==> config.mk <==
export PLATFORM = sky130hd
export DESIGN_NAME = mc_controller_ws
export DESIGN_NICKNAME = d
export VERILOG_FILES = /design/src/rtl/mc_controller_ws.sv
export SDC_FILE = /design/constraint.sdc
export NUM_CORES = 1
export LEC_CHECK = 0
export CAP_MARGIN = 20
export CORE_MARGIN = 4
export CORE_UTILIZATION = 40
export CTS_BUF_LIST = sky130_fd_sc_hd__clkbuf_4 sky130_fd_sc_hd__clkbuf_8
export DETAILED_ROUTE_END_ITERATION = 10
export PLACE_DENSITY_LB_ADDON = 0.1
export SETUP_SLACK_MARGIN = 0.02
export SLEW_MARGIN = 20
export SYNTH_ARGS = -nofsm -noshare
export SYNTH_HDL_FRONTEND = slang
export SYNTH_SLANG_ARGS = --single-unit
==> constraint.sdc <==
create_clock -name CLK -period 2 [get_ports CLK]
set_input_delay 0.4 -clock CLK [delete_from_list [all_inputs] [get_ports CLK]]
set_output_delay 0.4 -clock CLK [all_outputs]
set_load 0.005 [all_outputs]
==> src/rtl/mc_controller_ws.sv <==
// Multicycle MIPS control unit with parametrised memory wait states, optional
// MemReady handshake, a sticky ILLEGAL halt state and a retired-instruction counter.
module mc_controller_ws #(
  parameter int MEM_WAIT  = 0,
  parameter int USE_READY = 0,
  parameter int CNT_W     = 32
) (
  input  logic             CLK,
  input  logic             Reset,
  input  logic [5:0]       Op,
  input  logic [5:0]       Funct,
  input  logic             Zero,
  input  logic             MemReady,
  output logic             MemReq,
  output logic             IorD,
  output logic             MemWrite,
  output logic             IRWrite,
  output logic             RegDst,
  output logic             MemToReg,
  output logic             ALUSrcA,
  output logic             RegWrite,
  output logic             PCEn,
  output logic             ExtOp,
  output logic [1:0]       ALUSrcB,
  output logic [1:0]       PCSrc,
  output logic [2:0]       AluCtl,
  output logic [3:0]       Stat,
  output logic             Halt,
  output logic             InstrDone,
  output logic [CNT_W-1:0] InstrCount
);

  typedef enum logic [3:0] {
    S_FETCH   = 4'd0,
    S_DECODE  = 4'd1,
    S_MEMADR  = 4'd2,
    S_MEMRD   = 4'd3,
    S_MEMWB   = 4'd4,
    S_MEMWR   = 4'd5,
    S_REX     = 4'd6,
    S_RWB     = 4'd7,
    S_BEX     = 4'd8,
    S_IEX     = 4'd9,
    S_IWB     = 4'd10,
    S_JEX     = 4'd11,
    S_ILLEGAL = 4'd15
  } state_t;

  localparam logic [5:0] OP_RTYPE = 6'b000000;
  localparam logic [5:0] OP_J     = 6'b000010;
  localparam logic [5:0] OP_BEQ   = 6'b000100;
  localparam logic [5:0] OP_BNE   = 6'b000101;
  localparam logic [5:0] OP_ADDI  = 6'b001000;
  localparam logic [5:0] OP_SLTI  = 6'b001010;
  localparam logic [5:0] OP_ANDI  = 6'b001100;
  localparam logic [5:0] OP_ORI   = 6'b001101;
  localparam logic [5:0] OP_LW    = 6'b100011;
  localparam logic [5:0] OP_SW    = 6'b101011;

  localparam logic [3:0]       WAIT_MAX = 4'(MEM_WAIT);
  localparam logic             READY_EN = (USE_READY != 0);
  localparam logic [CNT_W-1:0] CNT_ONE  = {{(CNT_W-1){1'b0}}, 1'b1};

  // R-type decode: {legal, alu control}
  function automatic logic [3:0] rtype_dec(input logic [5:0] funct);
    case (funct)
      6'b100000: rtype_dec = {1'b1, 3'b010};
      6'b100010: rtype_dec = {1'b1, 3'b110};
      6'b100100: rtype_dec = {1'b1, 3'b000};
      6'b100101: rtype_dec = {1'b1, 3'b001};
      6'b101010: rtype_dec = {1'b1, 3'b111};
      default:   rtype_dec = {1'b0, 3'b010};
    endcase
  endfunction

  function automatic logic [2:0] imm_alu(input logic [5:0] op);
    case (op)
      OP_ADDI: imm_alu = 3'b010;
      OP_ANDI: imm_alu = 3'b000;
      OP_ORI:  imm_alu = 3'b001;
      OP_SLTI: imm_alu = 3'b111;
      default: imm_alu = 3'b010;
    endcase
  endfunction

  state_t           state_r;
  state_t           next_state_s;
  logic [3:0]       wcnt_r;
  logic [CNT_W-1:0] count_r;
  logic [3:0]       rtype_s;
  logic             mem_state_s;
  logic             done_s;
  logic             retire_s;
  logic             pc_write_s;
  logic             branch_s;
  logic             mem_req_s;
  logic             ir_write_s;
  logic             reg_write_s;
  logic             mem_write_s;

  assign rtype_s     = rtype_dec(Funct);
  assign mem_state_s = (state_r == S_FETCH) || (state_r == S_MEMRD) || (state_r == S_MEMWR);
  assign done_s      = (wcnt_r == WAIT_MAX) && (!READY_EN || MemReady);

  // State, memory wait counter and retired-instruction counter
  always_ff @(posedge CLK) begin
    if (Reset) begin
      state_r <= S_FETCH;
      wcnt_r  <= 4'd0;
      count_r <= {CNT_W{1'b0}};
    end else begin
      state_r <= next_state_s;
      // Counter saturates at WAIT_MAX while waiting for MemReady
      if (mem_state_s && !done_s && (wcnt_r < WAIT_MAX)) begin
        wcnt_r <= wcnt_r + 4'd1;
      end else if (mem_state_s && !done_s) begin
        wcnt_r <= wcnt_r;
      end else begin
        wcnt_r <= 4'd0;
      end
      if (retire_s) begin
        count_r <= count_r + CNT_ONE;
      end else begin
        count_r <= count_r;
      end
    end
  end

  // Next-state and per-state datapath controls
  always_comb begin
    next_state_s = state_r;
    mem_req_s    = 1'b0;
    IorD         = 1'b0;
    mem_write_s  = 1'b0;
    ir_write_s   = 1'b0;
    RegDst       = 1'b0;
    MemToReg     = 1'b0;
    ALUSrcA      = 1'b0;
    reg_write_s  = 1'b0;
    pc_write_s   = 1'b0;
    branch_s     = 1'b0;
    ExtOp        = 1'b1;
    ALUSrcB      = 2'b00;
    PCSrc        = 2'b00;
    AluCtl       = 3'b010;
    Halt         = 1'b0;
    retire_s     = 1'b0;
    case (state_r)
      S_FETCH: begin
        mem_req_s = 1'b1;
        ALUSrcB   = 2'b01;
        if (done_s) begin
          ir_write_s   = 1'b1;
          pc_write_s   = 1'b1;
          next_state_s = S_DECODE;
        end else begin
          next_state_s = S_FETCH;
        end
      end
      S_DECODE: begin
        ALUSrcB = 2'b11;
        case (Op)
          OP_LW, OP_SW:                       next_state_s = S_MEMADR;
          OP_BEQ, OP_BNE:                     next_state_s = S_BEX;
          OP_J:                               next_state_s = S_JEX;
          OP_RTYPE:                           next_state_s = rtype_s[3] ? S_REX : S_ILLEGAL;
          OP_ADDI, OP_ANDI, OP_SLTI, OP_ORI:  next_state_s = S_IEX;
          default:                            next_state_s = S_ILLEGAL;
        endcase
      end
      S_MEMADR: begin
        ALUSrcA = 1'b1;
        ALUSrcB = 2'b10;
        if (Op == OP_LW) begin
          next_state_s = S_MEMRD;
        end else begin
          next_state_s = S_MEMWR;
        end
      end
      S_MEMRD: begin
        mem_req_s = 1'b1;
        IorD      = 1'b1;
        if (done_s) begin
          next_state_s = S_MEMWB;
        end else begin
          next_state_s = S_MEMRD;
        end
      end
      S_MEMWR: begin
        mem_req_s   = 1'b1;
        IorD        = 1'b1;
        mem_write_s = 1'b1;
        if (done_s) begin
          retire_s     = 1'b1;
          next_state_s = S_FETCH;
        end else begin
          next_state_s = S_MEMWR;
        end
      end
      S_MEMWB: begin
        reg_write_s  = 1'b1;
        MemToReg     = 1'b1;
        retire_s     = 1'b1;
        next_state_s = S_FETCH;
      end
      S_REX: begin
        ALUSrcA      = 1'b1;
        AluCtl       = rtype_s[2:0];
        next_state_s = S_RWB;
      end
      S_RWB: begin
        reg_write_s  = 1'b1;
        RegDst       = 1'b1;
        retire_s     = 1'b1;
        next_state_s = S_FETCH;
      end
      S_IEX: begin
        ALUSrcA      = 1'b1;
        ALUSrcB      = 2'b10;
        AluCtl       = imm_alu(Op);
        ExtOp        = ((Op == OP_ANDI) || (Op == OP_ORI)) ? 1'b0 : 1'b1;
        next_state_s = S_IWB;
      end
      S_IWB: begin
        reg_write_s  = 1'b1;
        retire_s     = 1'b1;
        next_state_s = S_FETCH;
      end
      S_JEX: begin
        pc_write_s   = 1'b1;
        PCSrc        = 2'b10;
        retire_s     = 1'b1;
        next_state_s = S_FETCH;
      end
      S_BEX: begin
        ALUSrcA      = 1'b1;
        PCSrc        = 2'b01;
        AluCtl       = 3'b110;
        branch_s     = 1'b1;
        retire_s     = 1'b1;
        next_state_s = S_FETCH;
      end
      S_ILLEGAL: begin
        Halt         = 1'b1;
        next_state_s = S_ILLEGAL;
      end
      default: begin
        Halt         = 1'b1;
        next_state_s = S_ILLEGAL;
      end
    endcase
  end

  // Op[0] distinguishes BNE from BEQ
  assign PCEn       = (pc_write_s | (branch_s & (Zero ^ Op[0]))) & ~Reset;
  assign MemReq     = mem_req_s & ~Reset;
  assign MemWrite   = mem_write_s & ~Reset;
  assign IRWrite    = ir_write_s & ~Reset;
  assign RegWrite   = reg_write_s & ~Reset;
  assign InstrDone  = retire_s & ~Reset;
  assign Stat       = state_r;
  assign InstrCount = count_r;

endmodule

==> results of run 1 <==
-- logic make-up (layout without fill, tap and decap cells) --
family,Yosys count,in the layout,synth area share [%]
AOI/OAI and AO/OA,64,64,18.2
xor gates and xnor gates,19,19,7.55
adders and majority gates,1,1,0.568
buffers and inverters,24,147,4.94
DFF,36,36,32.7
and+or+nand+nor,144,144,36.0
-- per-layer routing --
metal	vias to the layer above	wire length, um
li1	1304	-
met1	1188	3180
met2	67	3120
met3	9	354
met4	0	102
met5	-	0
-- power groups by stage --
stage | combinational (mW) | clock (mW) | sequential (mW)
floorplan | 0.616 | 0 | 0.824
global placement | 1.33 | 0 | 0.837
detailed placement | 1.33 | 0 | 0.836
CTS | 1.46 | 0.548 | 0.844
global route | 1.62 | 0.587 | 0.860
finish | 1.48 | 0.536 | 0.847
-- through the flow --
stage	instance area, um^2	TNS [ns]	total power, mW	worst slack (ns)
after floorplan	2200	0	1.44	0.173
after global placement	3300	-3.66	2.17	-0.637
after detailed placement	3300	-3.83	2.17	-0.672
after CTS	3550	0	2.85	0.0276
after global routing	3580	-0.0370	3.06	-0.0300
final	3580	0	2.87	0.0323
-- flip-flops by register name (all words and copies together) (netlist names) --
signal and flops:
InstrCount 32, Stat 4
-- repair_timing --
action                     CTS  global route
hold buffers                 0             0
cloned                       0             0
pin swaps                   12            11
setup endpoints to repair   18            14
buffers inserted             7             3
hold endpoints to repair     0             0
gates resized for setup     85            16
-- cell type report --
type | count | area (um^2)
flip-flops and latches | 36 | 731
repair buffers | 132 | 1140
fillers | 471 | 1660
inverters | 7 | 26.3
multi-input cells | 228 | 1510
clock inverters | 1 | 8.76
well taps | 70 | 87.6
clock buffers | 7 | 83.8
-- cell usage in the layout, fill, tap and decap left out, types with 3 or more instances in the layout --
| cell type | netlist | layout |
|---|---|---|
| clkbuf_2 | 0 | 4 |
| xor2_1 | 7 | 7 |
| buf_6 | 1 | 9 |
| a21oi_1 | 28 | 26 |
| inv_1 | 7 | 7 |
| xnor2_1 | 12 | 12 |
| o211ai_1 | 3 | 3 |
| buf_4 | 1 | 54 |
| nor2b_4 | 0 | 3 |
| clkdlybuf4s15_1 | 0 | 4 |
| clkdlybuf4s50_1 | 0 | 37 |
| dfxtp_1 | 36 | 32 |
| and2_1 | 4 | 4 |
| nor3_1 | 8 | 8 |
| nor2_1 | 34 | 31 |
| or4_1 | 8 | 7 |
| nor4_1 | 9 | 9 |
| o21ai_0 | 9 | 8 |
| nand2b_1 | 6 | 4 |
| or3_1 | 8 | 7 |
| clkbuf_8 | 0 | 5 |
| o31ai_1 | 9 | 9 |
| nand2_2 | 0 | 3 |
| nand2_1 | 17 | 14 |
| dlygate4sd2_1 | 0 | 18 |
| and3_1 | 5 | 5 |
| nand3_1 | 18 | 17 |
| buf_2 | 6 | 4 |
| nand4_1 | 10 | 10 |
-- final timing paths --
kind | end | slack [ns] | cells after the start
worst max-delay path | AluCtl[2] | 0.03 | 6
worst min register to register | InstrCount[31]$_SDFFE_PP0N_ | 0.48 | 2
worst min-delay path | InstrCount[31]$_SDFFE_PP0N_ | 0.48 | 2
worst max register to register | InstrCount[22]$_SDFFE_PP0N_ | 0.12 | 6
-- worst max-delay path, stage by stage --
cell and delay (ns):
dlygate4sd2_1 0.24, nor2_1 0.13, nand3_2 0.11, or4_4 0.43
a21oi_2 0.14, buf_2 0.12
==> qor.csv, run 1 <==
stage,metric,value,unit
placed_design,Placer Congestion,0.856,
sta,Worst Tran Pin Value,0.408,ns
synthesis,synthesized area,2200,um^2
cts,H-tree Lvls,2,
worst_setup_path,Worst Path Required,1.60,ns
worst_setup_path,Crit Path Class,input port to output port,
route,via/cell ratio,5.34,
worst_hold_path,Hold Startpoint,InstrCount[31]$_SDFFE_PP0N_,
floorplan,Initial Utilization,42.1,%
power,Lkg Pwr,1.40,nW
power,Logic pwr share,51.7,%
synthesis,top_reg_cell synth,dfxtp_1,
synthesis,Seq cells post-synth,36,
synthesis,Yosys Warn Count,0,
synthesis,sequential element share of the synthesized area,32.7,%
synthesis,Post-Syn Nets,305,
power,sw frac,35.7,%
global_routing,most used routing layer,met2,
synthesis,Post-synth ARST share,0,%
power,P_int,1.84,mW
global_routing,Overall Global Routing Usage,21.5,%
synthesis,post-synth top area cell,dfxtp_1,
synthesis,ranking of synthesized cells by area,"dfxtp_1 (33%), a21oi_1 (6.4%), nor2_1 (5.8%)",
route,Final ANT Viol Nets,0,
global_routing,largest net degree at the start of global routing,24,
cts,CTS tree,yes,
floorplan,# IOs,71,
cts,CTS Buffer Depth,2,
worst_setup_path,CP endpoint kind,output port,
floorplan,Die Y,82.2,um
sta,Max Fclk,508,MHz
sta,Setup Viol. Count Final,0,
cts,worst skew pair latency,0.29,ns
power,maximum vdd ir drop,0.525,mV
global_routing,GRT overflow,0,
cts,"Reg clk slew, reported paths",0.07,ns
synthesis,most common cell in the netlist,dfxtp_1,
route,Routed WL,6760,um
route,per-cell routed wire length,14.0,um
synthesis,Post-synth top cells,"dfxtp_1 (36), nor2_1 (34), a21oi_1 (28)",
synthesis,Mapped Cells,288,
layout,ANT cells,0,
job,number of max-cap violations,0,
route,drt drc,0,
route,DR iter-0 viols,168,
route,DR vias,2568,
synthesis,Post-synth EDFFs,0,
sta,Worst Clk Skew,0.0112,ns
global_routing,routing usage on met2,35.3,%
layout,fin util,68.4,%
status,outcome,completed,
cts,Clock Sinks,36,
floorplan,Core ar.,5240,um^2
route,drt first pass iters,4,
worst_setup_path,WP data arrival,1.57,ns
sta,Slew Limit Fails,0,
floorplan,Placement Rows,26,
layout,P&R area growth vs syn,62.6,%
global_routing,first-pass GRT wire length,11500,um
power,pwr/cell area,800,nW/um^2
layout,fin cells,481,
layout,ratio of cells with drive above 1 in the final layout,27.3,%
floorplan,die footprint,6760,um^2
worst_setup_path,Setup crit start,Op[4],
sta,min cycle time layout,1.97,ns
sta,RSZ-0062 raised after global routing,true,
global_routing,Global Route met1 Usage,28.2,%
global_routing,met3 global-route usage,4.66,%
placed_design,HPWL Detailed,5010,um
cts,CTS root buffer,clkbuf_8,
sta,period utilisation layout,98.4,%
sta,Slew HR,72.6,%
worst_setup_path,CP Launch Type,input port,
worst_setup_path,r2r startpoint,Stat[2]$_SDFF_PP0_,
power,Switch Pwr,1.02,mW
cts,CTS Buf Count,5,
synthesis,syn avg cell area,7.65,um^2
sta,hold slack,0.480,ns
placed_design,PortBufs,69,
sta,Fin. Hold Viols,0,
power,Reg power frac,29.6,%
synthesis,Yosys top cell area share,32.7,%
worst_hold_path,Hold WC Path Type,flip-flop to flip-flop,
synthesis,distinct cell type count after synthesis,50,
global_routing,vias in the first global route,2489,
layout,NumNets Final,427,
worst_setup_path,"critical path fanouts, max",2,
floorplan,width of the die,82.2,um
power,Clock Power Share,18.7,%
global_routing,initial antenna violation count,0,
placed_design,placed cells,463,
Note: power is estimated with default switching activity, not from simulation.
==> inputs of run 2 (changes only) <==
--- a/config.mk
+++ b/config.mk
@@ -6,8 +6,10 @@
 export NUM_CORES = 1
 export LEC_CHECK = 0
 export CAP_MARGIN = 20
+export CELL_PAD_IN_SITES_DETAIL_PLACEMENT = 2
+export CELL_PAD_IN_SITES_GLOBAL_PLACEMENT = 2
 export CORE_MARGIN = 4
-export CORE_UTILIZATION = 40
+export CORE_UTILIZATION = 26
 export CTS_BUF_LIST = sky130_fd_sc_hd__clkbuf_4 sky130_fd_sc_hd__clkbuf_8
 export DETAILED_ROUTE_END_ITERATION = 10
 export PLACE_DENSITY_LB_ADDON = 0.1
==> qor.csv, run 2 (synthesis results as in run 1) <==
stage,metric,value,unit
status,outcome,"finished, violations left",
status,failing checks,setup timing,
power,Logic pwr share,57.2,%
floorplan,Core ar.,8220,um^2
global_routing,largest net degree at the start of global routing,19,
cts,CTS root buffer,clkbuf_8,
sta,Slew HR,68.4,%
cts,CTS Hold Buffers Added,0,
worst_setup_path,WP data arrival,1.66,ns
route,Routed WL,11300,um
sta,Worst Clk Skew,0.00625,ns
sta,Setup Viol. Count Final,3,
layout,Finished Cell Area,3930,um^2
sta,Worst Tran Pin Value,0.473,ns
cts,Clock Sinks,36,
route,DR vias,2885,
placed_design,Placer Congestion,0.768,
cts,worst skew pair latency,0.30,ns
layout,# fillers,926,
route,per-cell routed wire length,20.9,um
cts,"Reg clk slew, reported paths",0.08,ns
global_routing,Overall Global Routing Usage,20.2,%
worst_setup_path,CP Launch Type,input port,
route,Final ANT Viol Nets,0,
floorplan,width of the die,100,um
power,Switch Pwr,1.35,mW
sta,setup_tns,-0.161,ns
power,Reg power frac,25.4,%
route,DR iter-0 viols,111,
sta,Slew Limit Fails,0,
worst_hold_path,Hold WC Path Type,flip-flop to flip-flop,
sta,Max Fclk,486,MHz
sta,period utilisation layout,103,%
cts,CTS Buffer Depth,2,
layout,Multi-input gate area,1600,um^2
placed_design,HPWL Detailed,6890,um
sta,Fin. Hold Viols,0,
layout,max reg flops,32,
route,drt drc,0,
global_routing,vias in the first global route,2989,
worst_setup_path,Crit Path Class,input port to output port,
power,P_int,2.09,mW
worst_setup_path,CP endpoint kind,output port,
placed_design,PortBufs,69,
layout,NumNets Final,451,
layout,"commonest non-fill, non-tap cells in the layout","buf_4 (70), clkdlybuf4s50_1 (37), dfxtp_1 (32)",
floorplan,die footprint,10000,um^2
cts,CTS Buf Count,5,
cts,CTS tree,yes,
power,Lkg Pwr,1.53,nW
cts,H-tree Lvls,2,
floorplan,Initial Utilization,26.8,%
route,drt first pass iters,4,
power,sw frac,39.3,%
floorplan,Placement Rows,33,
global_routing,initial antenna violation count,0,
power,pwr/cell area,876,nW/um^2
global_routing,first-pass GRT wire length,16300,um
sta,final worst-path setup slack,-0.0556,ns
route,via/cell ratio,5.34,
layout,ANT cells,0,
power,Clock Power Share,17.3,%
worst_setup_path,Worst Path Required,1.60,ns
floorplan,# IOs,71,
layout,fin util,47.9,%
worst_setup_path,"critical path fanouts, max",3,
layout,P&R area growth vs syn,78.5,%
job,number of max-cap violations,0,
layout,sequential cell area,733,um^2
global_routing,GRT overflow,0,
power,maximum vdd ir drop,0.355,mV
placed_design,Placed Area,3360,um^2
floorplan,Die Y,100,um
placed_design,pre-CTS setup slack,-0.791,ns
layout,ratio of cells with drive above 1 in the final layout,35.4,%
sta,RSZ-0062 raised after global routing,true,
sta,min cycle time layout,2.06,ns
layout,"most common cell after layout, fill and taps aside",buf_4,
==> run 2: changes by cell type in the layout (fill, tap and decap cells not counted), moves of 2 or more <==
cell and change:
a21oi_1 -3, a21oi_2 +3, buf_2 +4, buf_4 +16, buf_8 +3, dlymetal6s2s_1 -2
nor2_1 -2, o31ai_1 -2, o31ai_2 +2
==> run 2: path summary, 6_finish.rpt <==
check	from	endpoint	slack (ns)	depth (start not counted)
setup reg to reg	Stat[3]$_SDFF_PP0_	InstrCount[23]$_SDFFE_PP0N_	0.03	10
setup / recovery	Funct[2]	AluCtl[1]	-0.06	5
hold reg to reg	InstrCount[31]$_SDFFE_PP0N_	InstrCount[31]$_SDFFE_PP0N_	0.49	2
hold / removal	InstrCount[31]$_SDFFE_PP0N_	InstrCount[31]$_SDFFE_PP0N_	0.49	2
==> run 2: cell type report <==
class	count	area share (%)
Timing Repair Buffer	155	34.1
Tap cell	105	3.34
Clock buffer	7	2.29
Sequential cell	36	18.6
Inverter	7	0.668
Clock inverter	1	0.191
Multi-Input combinational cell	229	40.8
==> run 2: critical path, cell delays in order <==
cell	delay, ns
clkdlybuf4s15_1	0.25
nor4bb_4	0.34
o21ai_2	0.12
o41a_1	0.42
buf_2	0.13
==> run 2: timing repair <==
| action | in CTS | in global routing |
|---|---|---|
| endpoints found under the setup margin | 26 | 23 |
| gates resized for setup | 106 | 29 |
| buffers inserted | 14 | 14 |
| pin swaps | 13 | 21 |
| cloned | 1 | 2 |
==> run 2: stage by stage <==
| step | hold WS, ns | std cells | total power, mW |
|---|---|---|---|
| floorplan | 0.468 | 288 | 1.44 |
| global placement | 0.458 | 501 | 2.29 |
| detailed placement | 0.483 | 501 | 2.34 |
| CTS | 0.495 | 524 | 3.24 |
| global route | 0.520 | 540 | 3.63 |
| finish | 0.494 | 540 | 3.45 |
==> run 2: per-layer routing <==
| layer | GRT usage, % | vias up | wire, um |
|---|---|---|---|
| met5 | 0 | - | 0 |
| met3 | 2.71 | 13 | 365 |
| met2 | 35.5 | 59 | 5890 |
| met4 | 3.42 | 0 | 161 |
| li1 | - | 1349 | - |
| met1 | 26.7 | 1464 | 4850 |
==> run 2: power groups by stage <==
stage / Combinational (mW) / Clock, mW / Sequential [mW]
after floorplan: 0.616 / 0 / 0.824
after detailed placement: 1.49 / 0 / 0.850
after global routing: 2.10 / 0.638 / 0.886
after global placement: 1.45 / 0 / 0.847
after CTS: 1.77 / 0.607 / 0.861
final: 1.97 / 0.598 / 0.877
==> edit (settings of run 1) <==
Make the reset (`Reset`) asynchronous in one clocked block.
--- a/src/rtl/mc_controller_ws.sv
+++ b/src/rtl/mc_controller_ws.sv
@@ -105,3 +105,3 @@
   // State, memory wait counter and retired-instruction counter
-  always_ff @(posedge CLK) begin
+  always_ff @(posedge CLK or posedge Reset) begin
     if (Reset) begin
Check against the original RTL: differs if Reset is asserted again (counterexample within 4 cycles, from zero or initial values and one cycle with Reset high); with Reset held inactive, the same outputs for 10 cycles.
==> edit against run 1 <==
  * Sequential cell count unchanged
  * Synthesized area is 5.3% lower
  * Design area fell by 1.1%
  * Sequential share of layout area increased by 5.1 points
  * Clock power increased by 24%
  * Power is 31% higher
  * The run now ends with negative setup slack left
  * Routed wire length down 14%
  * Critical path type is now reg2out
  * Setup slack got worse by 0.11 ns
  * Hold slack got worse by 0.013 ns
  * Largest power group unchanged
==> edit: results (changes against run 1) <==
Net count of the finished layout: 371 (-13%). The internal portion of total power was 2390 uW (+30%); the slew at the pin closest to its max-slew limit was 0.398 ns (-0.0100 ns). The violation count after the first detailed-route iteration is 74 (-56%). The post-synthesis area per instance works out to 9.07 um^2 (+19%).

The fraction of registers with async set/reset came out at 100% (+100 points). The routed wire length on met3 came out at 291 um (-18%). For the half-perimeter wire length after detailed placement, the log shows 4220 um (-16%).

The checks that failed: negative setup slack. The logs give -0.571 ns (+0.102 ns) for the post-placement worst setup slack and -0.0749 ns (-0.107 ns) for the least setup slack across all paths after layout. The via count of the first global-routing pass came out at 2,125 (-15%). The met1 wire length came out at 2390 um (-25%). In the synthesized netlist, the cells that appear most often are sky130_fd_sc_hd__dfrtp_1, sky130_fd_sc_hd__nand2_1, sky130_fd_sc_hd__nor2_1. For the sequential-to-total area share from yosys stat, the log shows 43.2% (+10 points). The net count after synthesis came out at 247 (-19%).

By area the synthesized netlist is led by sky130_fd_sc_hd__dfrtp_1, sky130_fd_sc_hd__xnor2_1, sky130_fd_sc_hd__xor2_1. The average vias per placed instance was 5.01 (-6.2%); the data arrival at the endpoint of the critical path was 1.67 ns (+0.10 ns). The number of endpoints failing setup at the final stage is 2 (+2).

The count of unique library cells instantiated by Yosys was 38 (-24%). The global-route wire length before repair is 9660 um (-16%), and the maximum number of pins on one net before global-route repair is 19 (-21%). Number of placed cells counting well taps: 402 (-13%). The flow ran to the end, but the final reports show violations. For the final worst clock skew, the log shows 0.00785 ns (-0.00332 ns).
## edit: changes by cell type after synthesis, sizes merged, moves of 9 or more
cell,delta
a21oi,-19
xor2,+9
dfrtp,+36
nor2,-13
o31ai,-9
dfxtp,-36
nor3,+11
## edit: path summary, 6_finish.rpt
path	cells after the start	slack, ns	startpoint	endpoint
max	5	-0.07	Stat[2]$_DFF_PP0_	AluCtl[2]
min	1	0.47	InstrCount[31]$_DFFE_PP0N_	InstrCount[31]$_DFFE_PP0N_
max reg2reg	7	0.16	Stat[1]$_DFF_PP0_	InstrCount[28]$_DFFE_PP0N_
min reg2reg	1	0.47	InstrCount[31]$_DFFE_PP0N_	InstrCount[31]$_DFFE_PP0N_
max in group asynchronous	4	1.02	Reset	InstrCount[4]$_DFFE_PP0N_
min in group asynchronous	4	0.77	Reset	Stat[3]$_DFF_PP0_
## edit: kinds of logic (layout without fill, tap and decap cells)
group	count (synthesis)	count (layout)	share of synthesized area (%)
xor+xnor	33	33	13.8
simple gates	112	112	30.0
flops	36	36	43.2
mux	1	1	0.540
compound gates	31	31	8.81
buf+inv	16	141	3.00
fa+ha+maj	1	1	0.599
## edit: per-layer routing
metal  global-route usage [%]  up-vias
met5                        0        -
met4                     8.28        0
met3                     4.48       11
met2                     32.9       57
met1                     22.6     1016
li1                         -     1045
## edit: worst max-delay path, stage by stage (launching register included)
cell                      delay [ns]
sky130_fd_sc_hd__dfrtp_1        0.41
sky130_fd_sc_hd__nor2b_2        0.19
sky130_fd_sc_hd__nand3_2        0.10
sky130_fd_sc_hd__or4_1          0.47
sky130_fd_sc_hd__o21ai_1        0.09
sky130_fd_sc_hd__buf_2          0.13
## edit: what timing repair did
| action | in CTS | in global routing |
|---|---|---|
| setup buffers | 13 | 4 |
| resized for setup | 71 | 40 |
| pin swaps | 7 | 10 |
| gates cloned | 0 | 0 |
| endpoints found under the setup margin | 25 | 22 |
## edit: layout make-up
class / instances / area (um^2)
inverters: 8 / 32.5
fillers: 433 / 1530
clock inverters: 3 / 46.3
clock buffers: 5 / 68.8
well taps: 70 / 87.6
multi-input cells: 178 / 1320
flip-flops and latches: 36 / 903
repair buffers: 125 / 1080
## edit: stage by stage
stage,setup TNS (ns),area [um^2]
detailed placement,-3.46,3140
global route,-0.365,3540
CTS,-0.516,3430
floorplan,0,2090
finish,-0.116,3540
global placement,-3.37,3140
## edit: power groups by stage
stage,Combinational (uW),Sequential (uW),Clock [uW]
finish,2130,962,665
global route,2310,980,708
CTS,1900,953,679
detailed placement,1620,949,0
global placement,1620,948,0
floorplan,698,961,0
